==> config.mk <==
export PLATFORM = sky130hd
export DESIGN_NAME = rpn_host_link_flat
export DESIGN_NICKNAME = d
export VERILOG_FILES = /design/src/rtl/rpn_host_link_if.sv /design/src/rtl/rpn_host_link.sv /design/src/flat_wrapper.sv
export SDC_FILE = /design/constraint.sdc
export NUM_CORES = 1
export LEC_CHECK = 0
export ABC_AREA = 1
export CAP_MARGIN = 20
export CELL_PAD_IN_SITES_DETAIL_PLACEMENT = 1
export CELL_PAD_IN_SITES_GLOBAL_PLACEMENT = 1
export CORE_ASPECT_RATIO = 0.75
export CORE_MARGIN = 5
export CORE_UTILIZATION = 44
export DETAILED_ROUTE_END_ITERATION = 10
export PLACE_DENSITY = 0.95
export SYNTH_ARGS = -nofsm -noshare
export SYNTH_HDL_FRONTEND = slang
export SYNTH_SLANG_ARGS = --single-unit
export TNS_END_PERCENT = 30
==> constraint.sdc <==
create_clock -name clk -period 3.1 [get_ports clk]
set_input_delay 0.31 -clock clk [delete_from_list [all_inputs] [get_ports clk]]
set_output_delay 0.31 -clock clk [all_outputs]
set_load 0.01 [all_outputs]
==> src/rtl/rpn_host_link_if.sv <==
// Host command/result port of the RPN serial link: a valid/ready command channel plus result pulses.
interface rpn_host_link_if;
   logic       cmd_valid;
   logic       cmd_ready;
   logic [2:0] cmd_op;
   logic [7:0] cmd_data;
   logic       cmd_err;
   logic       res_valid;
   logic [7:0] res_data;
   logic       res_timeout;

   modport master (
      output cmd_valid, cmd_op, cmd_data,
      input  cmd_ready, cmd_err, res_valid, res_data, res_timeout
   );

   modport slave (
      input  cmd_valid, cmd_op, cmd_data,
      output cmd_ready, cmd_err, res_valid, res_data, res_timeout
   );
endinterface

==> src/rtl/rpn_host_link.sv <==
// Host-side end of the RPN calculator link: serializes commands onto a 1-bit line (MSB first,
// idle low) and deserializes the 8-bit result frames the calculator returns.
module rpn_host_link #(
   parameter int GAP          = 10,
   parameter int RESP_TIMEOUT = 64
) (
   input  logic           clk,
   input  logic           rst,
   rpn_host_link_if.slave host,
   output logic           ser_out,
   input  logic           ser_in
);

   localparam int MAX_COUNT = (GAP > RESP_TIMEOUT) ? ((GAP > 10) ? GAP : 10)
                                                  : ((RESP_TIMEOUT > 10) ? RESP_TIMEOUT : 10);
   localparam int CW = $clog2(MAX_COUNT + 1);
   localparam logic [CW-1:0] ONE        = CW'(1);
   localparam logic [CW-1:0] GAP_LAST   = (GAP > 0) ? CW'(GAP - 1) : '0;
   localparam logic [CW-1:0] TIMEOUT_AT = CW'(RESP_TIMEOUT);
   localparam logic [CW-1:0] PUSH_LAST  = CW'(9);
   localparam logic [CW-1:0] OP_LAST    = CW'(3);

   typedef enum logic [1:0] {IDLE, SEND, GAP_WAIT, WAIT_RES} state_t;

   localparam state_t AFTER_FRAME = (GAP > 0) ? GAP_WAIT : IDLE;

   state_t        state;
   state_t        next_state;
   logic [CW-1:0] cnt;
   logic [CW-1:0] cnt_next;
   logic [9:0]    shreg;
   logic [9:0]    shreg_next;
   logic          ser_next;
   logic          err_next;
   logic          is_enter;
   logic          enter_next;
   logic          cmd_err_q;
   logic          rx_busy;
   logic [2:0]    rx_cnt;
   logic [7:0]    rx_shreg;
   logic          res_valid_q;
   logic [7:0]    res_data_q;
   logic          accept;
   logic          legal;
   logic          timeout_hit;

   assign accept      = host.cmd_valid && (state == IDLE);
   assign legal       = (host.cmd_op == 3'b000) || host.cmd_op[2];
   // A result in progress holds the timeout off; a delivered result beats a simultaneous limit.
   assign timeout_hit = (state == WAIT_RES) && !res_valid_q && !rx_busy && (cnt == TIMEOUT_AT);

   always_ff @(posedge clk or negedge rst) begin
      if (!rst) state <= IDLE;
      else      state <= next_state;
   end

   always_comb begin
      next_state = state;
      case (state)
         IDLE:     if (accept && legal) next_state = SEND;
         SEND:     if (cnt == '0) next_state = is_enter ? WAIT_RES : AFTER_FRAME;
         GAP_WAIT: if (cnt == '0) next_state = IDLE;
         WAIT_RES: if (res_valid_q || timeout_hit) next_state = AFTER_FRAME;
         default:  next_state = IDLE;
      endcase
   end

   // shreg holds the bits still to send after the start bit, left-aligned; cnt counts them down.
   always_comb begin
      ser_next   = 1'b0;
      shreg_next = shreg;
      cnt_next   = cnt;
      err_next   = 1'b0;
      enter_next = is_enter;
      case (state)
         IDLE: begin
            if (accept) begin
               if (!legal) begin
                  err_next = 1'b1;
               end else begin
                  ser_next   = 1'b1;
                  enter_next = (host.cmd_op == 3'b111);
                  if (host.cmd_op[2]) begin
                     shreg_next = {1'b1, host.cmd_op[1:0], 7'b0};
                     cnt_next   = OP_LAST;
                  end else begin
                     shreg_next = {1'b0, host.cmd_data, 1'b0};
                     cnt_next   = PUSH_LAST;
                  end
               end
            end
         end
         SEND: begin
            if (cnt != '0) begin
               ser_next   = shreg[9];
               shreg_next = {shreg[8:0], 1'b0};
               cnt_next   = cnt - ONE;
            end else begin
               cnt_next = is_enter ? ONE : GAP_LAST;
            end
         end
         GAP_WAIT: begin
            if (cnt != '0) cnt_next = cnt - ONE;
         end
         WAIT_RES: begin
            if (res_valid_q || timeout_hit) cnt_next = GAP_LAST;
            else if (!rx_busy)              cnt_next = cnt + ONE;
         end
         default: ;
      endcase
   end

   always_ff @(posedge clk or negedge rst) begin
      if (!rst) begin
         ser_out   <= 1'b0;
         shreg     <= '0;
         cnt       <= '0;
         cmd_err_q <= 1'b0;
         is_enter  <= 1'b0;
      end else begin
         ser_out   <= ser_next;
         shreg     <= shreg_next;
         cnt       <= cnt_next;
         cmd_err_q <= err_next;
         is_enter  <= enter_next;
      end
   end

   // Receiver runs regardless of the FSM so results arriving at any time are delivered.
   always_ff @(posedge clk or negedge rst) begin
      if (!rst) begin
         rx_busy     <= 1'b0;
         rx_cnt      <= '0;
         rx_shreg    <= '0;
         res_valid_q <= 1'b0;
         res_data_q  <= '0;
      end else begin
         res_valid_q <= 1'b0;
         if (!rx_busy) begin
            if (ser_in) begin
               rx_busy <= 1'b1;
               rx_cnt  <= '0;
            end
         end else begin
            rx_shreg <= {rx_shreg[6:0], ser_in};
            rx_cnt   <= rx_cnt + 3'd1;
            if (rx_cnt == 3'd7) begin
               res_data_q  <= {rx_shreg[6:0], ser_in};
               res_valid_q <= 1'b1;
               rx_busy     <= 1'b0;
            end
         end
      end
   end

   assign host.cmd_ready   = (state == IDLE);
   assign host.cmd_err     = cmd_err_q;
   assign host.res_valid   = res_valid_q;
   assign host.res_data    = res_data_q;
   assign host.res_timeout = timeout_hit;

endmodule

==> src/flat_wrapper.sv <==
// flat-port wrapper written by rule: the top's interface ports become plain ports
module rpn_host_link_flat 
#(
   parameter int GAP          = 10,
   parameter int RESP_TIMEOUT = 64
)
  (clk, rst, ser_out, ser_in, host_cmd_valid, host_cmd_op, host_cmd_data, host_cmd_ready, host_cmd_err, host_res_valid, host_res_data, host_res_timeout);
  rpn_host_link_if host_i ();
  input  logic clk;
  input  logic rst;
  output logic ser_out;
  input  logic ser_in;
  input wire logic [$bits(host_i.cmd_valid)-1:0] host_cmd_valid;
  input wire logic [$bits(host_i.cmd_op)-1:0] host_cmd_op;
  input wire logic [$bits(host_i.cmd_data)-1:0] host_cmd_data;
  output wire logic [$bits(host_i.cmd_ready)-1:0] host_cmd_ready;
  output wire logic [$bits(host_i.cmd_err)-1:0] host_cmd_err;
  output wire logic [$bits(host_i.res_valid)-1:0] host_res_valid;
  output wire logic [$bits(host_i.res_data)-1:0] host_res_data;
  output wire logic [$bits(host_i.res_timeout)-1:0] host_res_timeout;
  assign host_i.cmd_valid = host_cmd_valid;
  assign host_i.cmd_op = host_cmd_op;
  assign host_i.cmd_data = host_cmd_data;
  assign host_cmd_ready = host_i.cmd_ready;
  assign host_cmd_err = host_i.cmd_err;
  assign host_res_valid = host_i.res_valid;
  assign host_res_data = host_i.res_data;
  assign host_res_timeout = host_i.res_timeout;
  rpn_host_link #(.GAP(GAP), .RESP_TIMEOUT(RESP_TIMEOUT)) u_core (.clk(clk), .rst(rst), .host(host_i), .ser_out(ser_out), .ser_in(ser_in));
endmodule
Word-level counts from Yosys, hierarchy flattened:

Index checks and enable logic that the tools add are counted.

* flip-flop bits (word level): 42
* input port bits: 15
* output and inout port bits: 13
* logic and storage cells: 83

* add/subtract/negate cells: 3
* equality and inequality tests: 15
* multiplexer cells: 34
* reduce and logical (&&, ||, !) cells: 20

Operators by type and width (count)
* $mux W7: 6
* $mux W10: 4
* $pmux W7 S4: 1
* $pmux W10 S2: 1
* $ne A2 B1 Y1 const B: 7
* $mux W1: 12
* $reduce_and A4 Y1: 3
* $mux W2: 4
* $mux W4: 2
* $pmux W2 S4: 1
* $add A7 B1 Y7 const B: 1
* $eq A7 B7 Y1 const B: 1
* $logic_not A7 Y1: 1
* $reduce_bool A7 Y1: 1
* $sub A7 B1 Y7 const B: 1
* $eq A3 B3 Y1 const B: 2
* $mux W3: 2
* $logic_and A1 B1 Y1: 5
* $eq A2 B2 Y1 const B: 2
* $reduce_bool A2 Y1: 2
* $add A3 B1 Y3 const B: 1
* $logic_not A3 Y1: 1
* $ne A3 B3 Y1 const B: 1
* $reduce_and A3 Y1: 1
* other kinds (7): 9

Logic depth before layout (Yosys ltp):

Gate-level depths: netlist of run 1.

* depth in word-level cells: 7
* gate-level depth with buffers: 11
* depth with buffers taken out: 11

Least setup slack after synthesis of run 1:

No wires, ideal clock.

* path kind: flip-flop to flip-flop
* from: register u_core.cnt[0]
* to: register u_core.shreg[5]
* setup time: 0.124 ns
* data arrival time: 1.424 ns
* data required time: 2.976 ns
* path slack: 1.553 ns
* stages on the path, launching flop included: 11
* path buffers: 1
* clock period less this slack: 1.547 ns
* cell sequence: dfrtp_1 -> inv_1 -> ha_1 -> nand2_2 -> nor2_4 -> nand2_4 -> nand2_4 -> nand2_4 -> buf_12 -> nor2_4 -> a21oi_2

* cells in the longest elaborated chain, start to end: 3

Ends and longest elaborated chain
* start: declaration: line rpn_host_link.sv:29 `logic [CW-1:0] cnt;`
* start signal: assignment: line rpn_host_link.sv:123 `cnt <= cnt_next;`
* $reduce_bool A7 Y1: line rpn_host_link.sv:94 `if (cnt != '0) begin`
* $ne A2 B1 Y1 (no source line)
* $reduce_and A4 Y1 (no source line)
* end signal: assignment: line rpn_host_link.sv:122 `shreg <= shreg_next;`
* end: declaration: line rpn_host_link.sv:31 `logic [9:0] shreg;`

No other way between the ends.
A chain may end at the register's enable or synchronous reset.

Final worst setup path of run 1:

* from: register u_core.cnt[0]
* to: output port host_res_timeout

* cells in the longest elaborated chain, start to end: 2

Ends and longest elaborated chain
* $eq A7 B7 Y1: line rpn_host_link.sv:50 `assign timeout_hit = (state == WAIT_RES) && !res_valid_q && !rx_busy && (cnt == TIMEOUT_AT);`
* $logic_and A1 B1 Y1: line rpn_host_link.sv:50
* end: declaration: line flat_wrapper.sv:20 `output wire logic [$bits(host_i.res_timeout)-1:0] host_res_timeout;`

No other way between the ends.

==> results of run 1 <==
[layout make-up]
cell class / count / area, um^2 / share of cell area
clock buffers: 5 / 68.8 / 0.0268
multi-input cells: 191 / 997 / 0.388
clock inverters: 3 / 17.5 / 0.00682
well taps: 60 / 75.1 / 0.0292
repair buffers: 27 / 265 / 0.103
inverters: 31 / 119 / 0.0463
flip-flops and latches: 41 / 1030 / 0.399
[placed cells by master, fill, tap and decap left out, types with 8 or more instances in the layout]
cell and instances:
dfrtp_1 41, a21oi_2 8, o21ai_0 21, nor2_1 23, inv_1 25, nand3_1 13
nand2_1 83, clkdlybuf4s50_1 26
[per-stage QoR]
step | hold slack [ps] | cell area [um^2] | worst slack, ps | cells | util
2_1_floorplan | 14.4 | 2200 | 1550 | 270 | -
3_3_place_gp | 459 | 2480 | 1100 | 350 | 0.510
3_5_place_dp | 483 | 2480 | 999 | 350 | 0.510
4_1_cts | 163 | 2570 | 650 | 358 | 0.527
5_1_grt | 216 | 2570 | 495 | 358 | 0.527
6_report | 136 | 2570 | 676 | 358 | 0.527
[cell usage after synthesis, types with 3 or more instances]
library cell and number:
nand2_1 83, dfrtp_1 41, inv_1 25, nor2_1 23, o21ai_0 21, nand3_1 13, a21oi_2 8, a21oi_1 5
a22oi_1 5, inv_2 5, ha_1 4, nand2_4 4, xor2_1 4, nor2_4 3
[registers in the layout (all words and copies together) (netlist names)]
| register | cells |
|---|---|
| u_core.cnt | 7 |
| u_core.host.cmd_err | 1 |
| u_core.host.res_data | 8 |
| u_core.host.res_valid | 1 |
| u_core.is_enter | 1 |
| u_core.rx_busy | 1 |
| u_core.rx_cnt | 3 |
| u_core.rx_shreg | 7 |
| u_core.ser_out | 1 |
| u_core.shreg | 9 |
| u_core.state | 2 |
[final timing paths]
kind / cells after the start / slack (ps) / to / from
worst max-delay path: 7 / 680 / host_res_timeout / u_core.cnt[0]$_DFFE_PN0P_
worst min-delay path: 1 / 140 / u_core.shreg[1]$_DFFE_PN0P_ / rst
worst max register to register: 9 / 1310 / u_core.shreg[9]$_DFFE_PN0P_ / u_core.cnt[0]$_DFFE_PN0P_
worst min register to register: 2 / 500 / u_core.host.res_data[7]$_DFFE_PN0P_ / u_core.host.res_data[7]$_DFFE_PN0P_
max in group asynchronous: 1 / 2380 / u_core.shreg[9]$_DFFE_PN0P_ / rst
min in group clk: 2 / 500 / u_core.host.res_data[7]$_DFFE_PN0P_ / u_core.host.res_data[7]$_DFFE_PN0P_
[cell families after synthesis]
kind of cell | Yosys count
xor+xnor | 4
flops | 41
simple gates | 135
buf+inv | 38
compound gates | 48
fa+ha+maj | 4
[layer usage]
| layer | vias up | part of all wire |
|---|---|---|
| li1 | 914 | - |
| met1 | 946 | 0.46 |
| met2 | 27 | 0.49 |
| met3 | 10 | 0.033 |
| met4 | 0 | 0.017 |
| met5 | - | 0 |
[power groups by stage]
stage	combinational [W]	sequential, W	clock [W]
4_1_cts	0.00133	0.00103	0.000365
3_3_place_gp	0.00122	0.00100	0
3_5_place_dp	0.00131	0.00103	0
5_1_grt	0.00148	0.00107	0.000389
6_report	0.00131	0.00103	0.000357
2_1_floorplan	0.00101	0.000937	0
==> results.yml, run 1 <==
logic_synthesis:
  syn_area_per_cell_um2: 8.14
  synth_compound_area_frac: 0.139
  synthSimpleGateAreaFrac: 0.276
  synth_top_area_frac: 0.467
  synthTopCellsByArea: "dfrtp_1 47%, nand2_1 14%, o21ai_0 4.8%, inv_1 4.3%, nor2_1 3.9%"
  synth_xor_area_frac: 0.0159
  netlist_area_mm2: 0.00220
  yosysSeqAreaShare: 0.467
  synth_edf_count: 0
  synth_fa_ha_area_frac: 0.0228
  yosys.area.top_type: "dfrtp_1"
  async_flop_share: 1.00
  synthFlopType: "dfrtp_1"
  syn_inst: 270
  synth_fp_nets: 289
  yosys.cell_types.count: 30
  synth_mux_area_frac: 0
  synth_top_family_by_area: "simple AND/OR/NAND/NOR gates"
  synth_warnings: 0
  ys_seq_elements: 41
clock_tree:
  clk_pin_slew_ps: 80
  cts_resized: 0
  cts_tree: "yes"
  cts_num_sinks: 41
  clk_path_buf_depth: 2
  insertion_delay_ps: 310
  cts-root-buf: "clkbuf_8"
  postCtsHoldBufs: 0
  htree_levels: 2
  cts_buffers: 5
  cts_setup_buffers: 0
pwr:
  power_w: 0.00270
  pwr-share-clk: 0.132
  leakage_nw: 1.27
  p_sw_frac: 0.462
  vdd_drop_max_uv: 454
  seq_power_share: 0.382
  p_sw_w: 0.00125
  powerDensity_mw_per_mm2: 1050
  combPwrFrac: 0.486
  intPower_w: 0.00145
routing:
  drt-vias-per-instance: 5.30
  routed_wl_mm: 5.63
  drt_iter0_drc: 82
  vias: 1897
  drt-pass1-iter-count: 4
  remaining_drc_errors: 0
  wire_per_inst_um: 15.7
  drtAntennaViolNets: 0
layout:
  fill_cells: 614
  area.growth.synth_to_final_pct: 16.8
  drive_above_1_share: 0.128
  nets: 316
  num_antenna_cells: 0
setup_path:
  crit_buf_inv: 3
  critical_path_class: "reg -> out"
  end_kind: "primary output"
  cp.required_ps: 2790
  critical_path.startpoint_type: "flip-flop"
  cp_max_fo: 6
  worstPathArrival_ps: 2110
  path_cells: "inv_1, ha_1, nand2_1, nor2_1, nand2_1, inv_1, clkdlybuf4s50_1"
  slowest_stage: "clkdlybuf4s50_1"
  critical-path-top-delay-family: "buffers and inverters"
  max_stage_delay_ps: 530
placement:
  dp_hpwl_mm: 4.23
  io_buffers: 27
  gp_congestion: 0.856
sta:
  drv_slew: 0
  setup_tns_ps: 0
  fmax_ghz: 0.413
  period_needed_ps: 2420
  worstMarginPinSlew_ps: 929
  final_hold_viol_count: 0
  fin_crit_sh: 0.782
  setup_viol: 0
  rsz0062_at_grt: "false"
  maxSlewHeadroom: 0.380
  skew_ps: 4.09
global_route:
  grt_pass1_vias: 2058
  use_met3: 0.0346
  grt_use_met1: 0.244
  antenna_found_initial: 0
  grt_start_max_net_pins: 42
  grt.busiest_layer: "met2"
  grt_util_met2: 0.323
  grt_pass1_wl_mm: 9.82
  track_usage: 0.191
  grt-ovfl-total: 0
floorplan:
  start_util: 0.451
  core_mm2: 0.00487
  ios: 28
  die_w_um: 91.6
  rows: 22
  die_y_um: 71.2
  dieArea_mm2: 0.00652
outcome:
  run_status: "finished, final reports clean"
flow_run:
  cap_violations: 0
min_path:
  hold_class: "in -> async"
(Power assumes the default switching activity.)
==> run 2: changes to the inputs <==
- CORE_UTILIZATION: 44 -> 37
- PLACE_DENSITY: 0.95 -> 0.87
- clock period: 3.1 -> 2.2 ns (I/O delays scaled with it)
==> run 2 against run 1 <==
Final cell count is 6.4% higher. Non-clock buffer count is 5 higher. Combinational power is 52% higher. Global-route usage is 3.0 points lower. Clock power is 62% higher. Die area is 16% higher. Sequential share of layout area is 1.4 points lower. First-iteration DRC count is 22% higher. Design area is 4.1% higher. Via count is 0.84% higher. Register-to-register slack worse by 740 ps. Flip-flop and latch count stayed put.
==> results.yml, run 2 (synthesis results as in run 1) <==
setup_path:
  timing.rr.start: "u_core.cnt[0]$_DFFE_PN0P_"
  path_cells: "nor2_4, clkdlybuf4s50_1"
  cp.required_ps: 1980
  slowest_stage: "clkdlybuf4s50_1"
  max_stage_delay_ps: 570
  startpoint: "u_core.state[1]$_DFFE_PN0P_"
  worstPathArrival_ps: 1590
  critical_path_class: "reg -> out"
  worst_r2r_endpoint: "u_core.cnt[2]$_DFFE_PN0P_"
  ff2ff_setup_slack_ps: 570
  rr_worst_depth: 11
  critical_path.startpoint_type: "flip-flop"
  critPathCapture: "host_cmd_ready"
  end_kind: "primary output"
  cp_max_fo: 6
layout:
  final_cell_area_mm2: 0.00267
  drive_above_1_share: 0.162
  final_cell_mix: "82 x nand2_1, 38 x dfrtp_1, 25 x clkdlybuf4s50_1, 24 x inv_1, 22 x nor2_1"
  fill_cells: 702
  seq_area_mm2: 0.00103
  multi_input_area_mm2: 0.00101
  num_antenna_cells: 0
  final_common_cell: "nand2_1"
  regMostFlops: "u_core.shreg"
  area.growth.synth_to_final_pct: 21.6
  nets: 321
  finalCoreUtilization: 0.461
  largest_reg_flops: 9
routing:
  drtAntennaViolNets: 0
  routed_wl_mm: 5.79
  drt-vias-per-instance: 5.02
  drt_iter0_drc: 100
  wire_per_inst_um: 15.2
  remaining_drc_errors: 0
  vias: 1913
  drt-pass1-iter-count: 4
global_route:
  grt_start_max_net_pins: 32
  track_usage: 0.161
  grt_pass1_vias: 2105
  antenna_found_initial: 0
  grt-ovfl-total: 0
  grt_pass1_wl_mm: 9.94
sta:
  final_hold_viol_count: 0
  drv_slew: 0
  worstMarginPinSlew_ps: 476
  rsz0062_at_grt: "false"
  maxSlewHeadroom: 0.682
  skew_ps: 11.0
  period_needed_ps: 1810
  fmax_ghz: 0.552
  setup_viol: 0
  setup_tns_ps: 0
  fin_crit_sh: 0.824
pwr:
  powerDensity_mw_per_mm2: 1480
  p_sw_frac: 0.449
  intPower_w: 0.00218
  vdd_drop_max_uv: 587
  pwr-share-clk: 0.146
  seq_power_share: 0.353
  p_sw_w: 0.00178
  combPwrFrac: 0.501
  leakage_nw: 1.32
floorplan:
  dieArea_mm2: 0.00760
  ios: 28
  core_mm2: 0.00580
  start_util: 0.379
  die_w_um: 99.0
  rows: 24
  die_y_um: 76.8
clock_tree:
  insertion_delay_ps: 300
  htree_levels: 2
  cts-root-buf: "clkbuf_8"
  cts_tree: "yes"
  cts_num_sinks: 41
  clk_path_buf_depth: 2
  cts_buffers: 5
  clk_pin_slew_ps: 90
placement:
  gp_congestion: 0.827
  placed_cell_area_mm2: 0.00252
  dp_hpwl_mm: 4.17
  io_buffers: 27
min_path:
  hold_class: "in -> async"
flow_run:
  cap_violations: 0
outcome:
  run_status: "finished, final reports clean"
## run 2: cell types whose count changed in the layout (fill, tap and decap cells not counted), sizes merged
cell           delta
buf               +4
clkbuf            +2
clkdlybuf4s50     -1
clkinv            -2
clkinvlp          -1
dlygate4sd3       +1
dlymetal6s2s      +1
inv               +1
## run 2: area by class of cell
cell class / count / area share
clock buffer: 7 / 0.0360
sequential: 41 / 0.385
multi-input combinational: 191 / 0.380
tap: 78 / 0.0365
clock inverter: 1 / 0.00328
timing repair buffer: 32 / 0.115
inverter: 31 / 0.0445
## run 2: layer usage
| metal | vias to the layer above | GRT usage | part of all wire |
|---|---|---|---|
| met5 | - | 0 | 0 |
| met4 | 0 | 0.0518 | 0.015 |
| met3 | 8 | 0.0281 | 0.031 |
| met2 | 40 | 0.273 | 0.49 |
| met1 | 936 | 0.207 | 0.46 |
| li1 | 929 | - | - |
## run 2: repair_timing
action	4_1_cts	5_1_grt
endpoints found under the setup margin	1	1
hold buffers	1	0
pin swaps	0	1
resized for setup	3	6
endpoints found under the hold margin	10	0
buffers inserted	2	0
## run 2: metrics by stage
step	hold slack, ps	instances	total power [W]	setup WS [ps]
after floorplan	-75.6	270	0.00275	653
after global placement	125	370	0.00316	290
after detailed placement	130	370	0.00330	155
after CTS	349	381	0.00395	14.4
after global routing	375	381	0.00430	319
final	332	381	0.00396	387
## run 2: worst max-delay path, delay by kind of cell, from the launching register on
kind / cells / cell delay, ps
buffers and inverters: 1 / 570
flip-flops: 1 / 500
AND/OR/NAND/NOR: 1 / 230
## run 2: worst min-delay path by stage
stage          from                   endpoint  slack [ps]
2_1_floorplan   rst  u_core.cnt[0]$_DFFE_PN0P_         -80
3_3_place_gp    rst  u_core.cnt[4]$_DFFE_PN0P_         120
3_5_place_dp    rst  u_core.cnt[4]$_DFFE_PN0P_         130
4_1_cts         rst  u_core.cnt[4]$_DFFE_PN0P_         350
5_1_grt         rst  u_core.cnt[4]$_DFFE_PN0P_         370
6_report        rst  u_core.cnt[4]$_DFFE_PN0P_         330
## run 2: power groups by stage
stage / logic [W] / clock network (W) / registers, W
after floorplan: 0.00143 / 0 / 0.00132
after detailed placement: 0.00189 / 0 / 0.00141
after CTS: 0.00198 / 0.000583 / 0.00139
final: 0.00199 / 0.000579 / 0.00140
after global placement: 0.00178 / 0 / 0.00138
after global routing: 0.00224 / 0.000619 / 0.00144
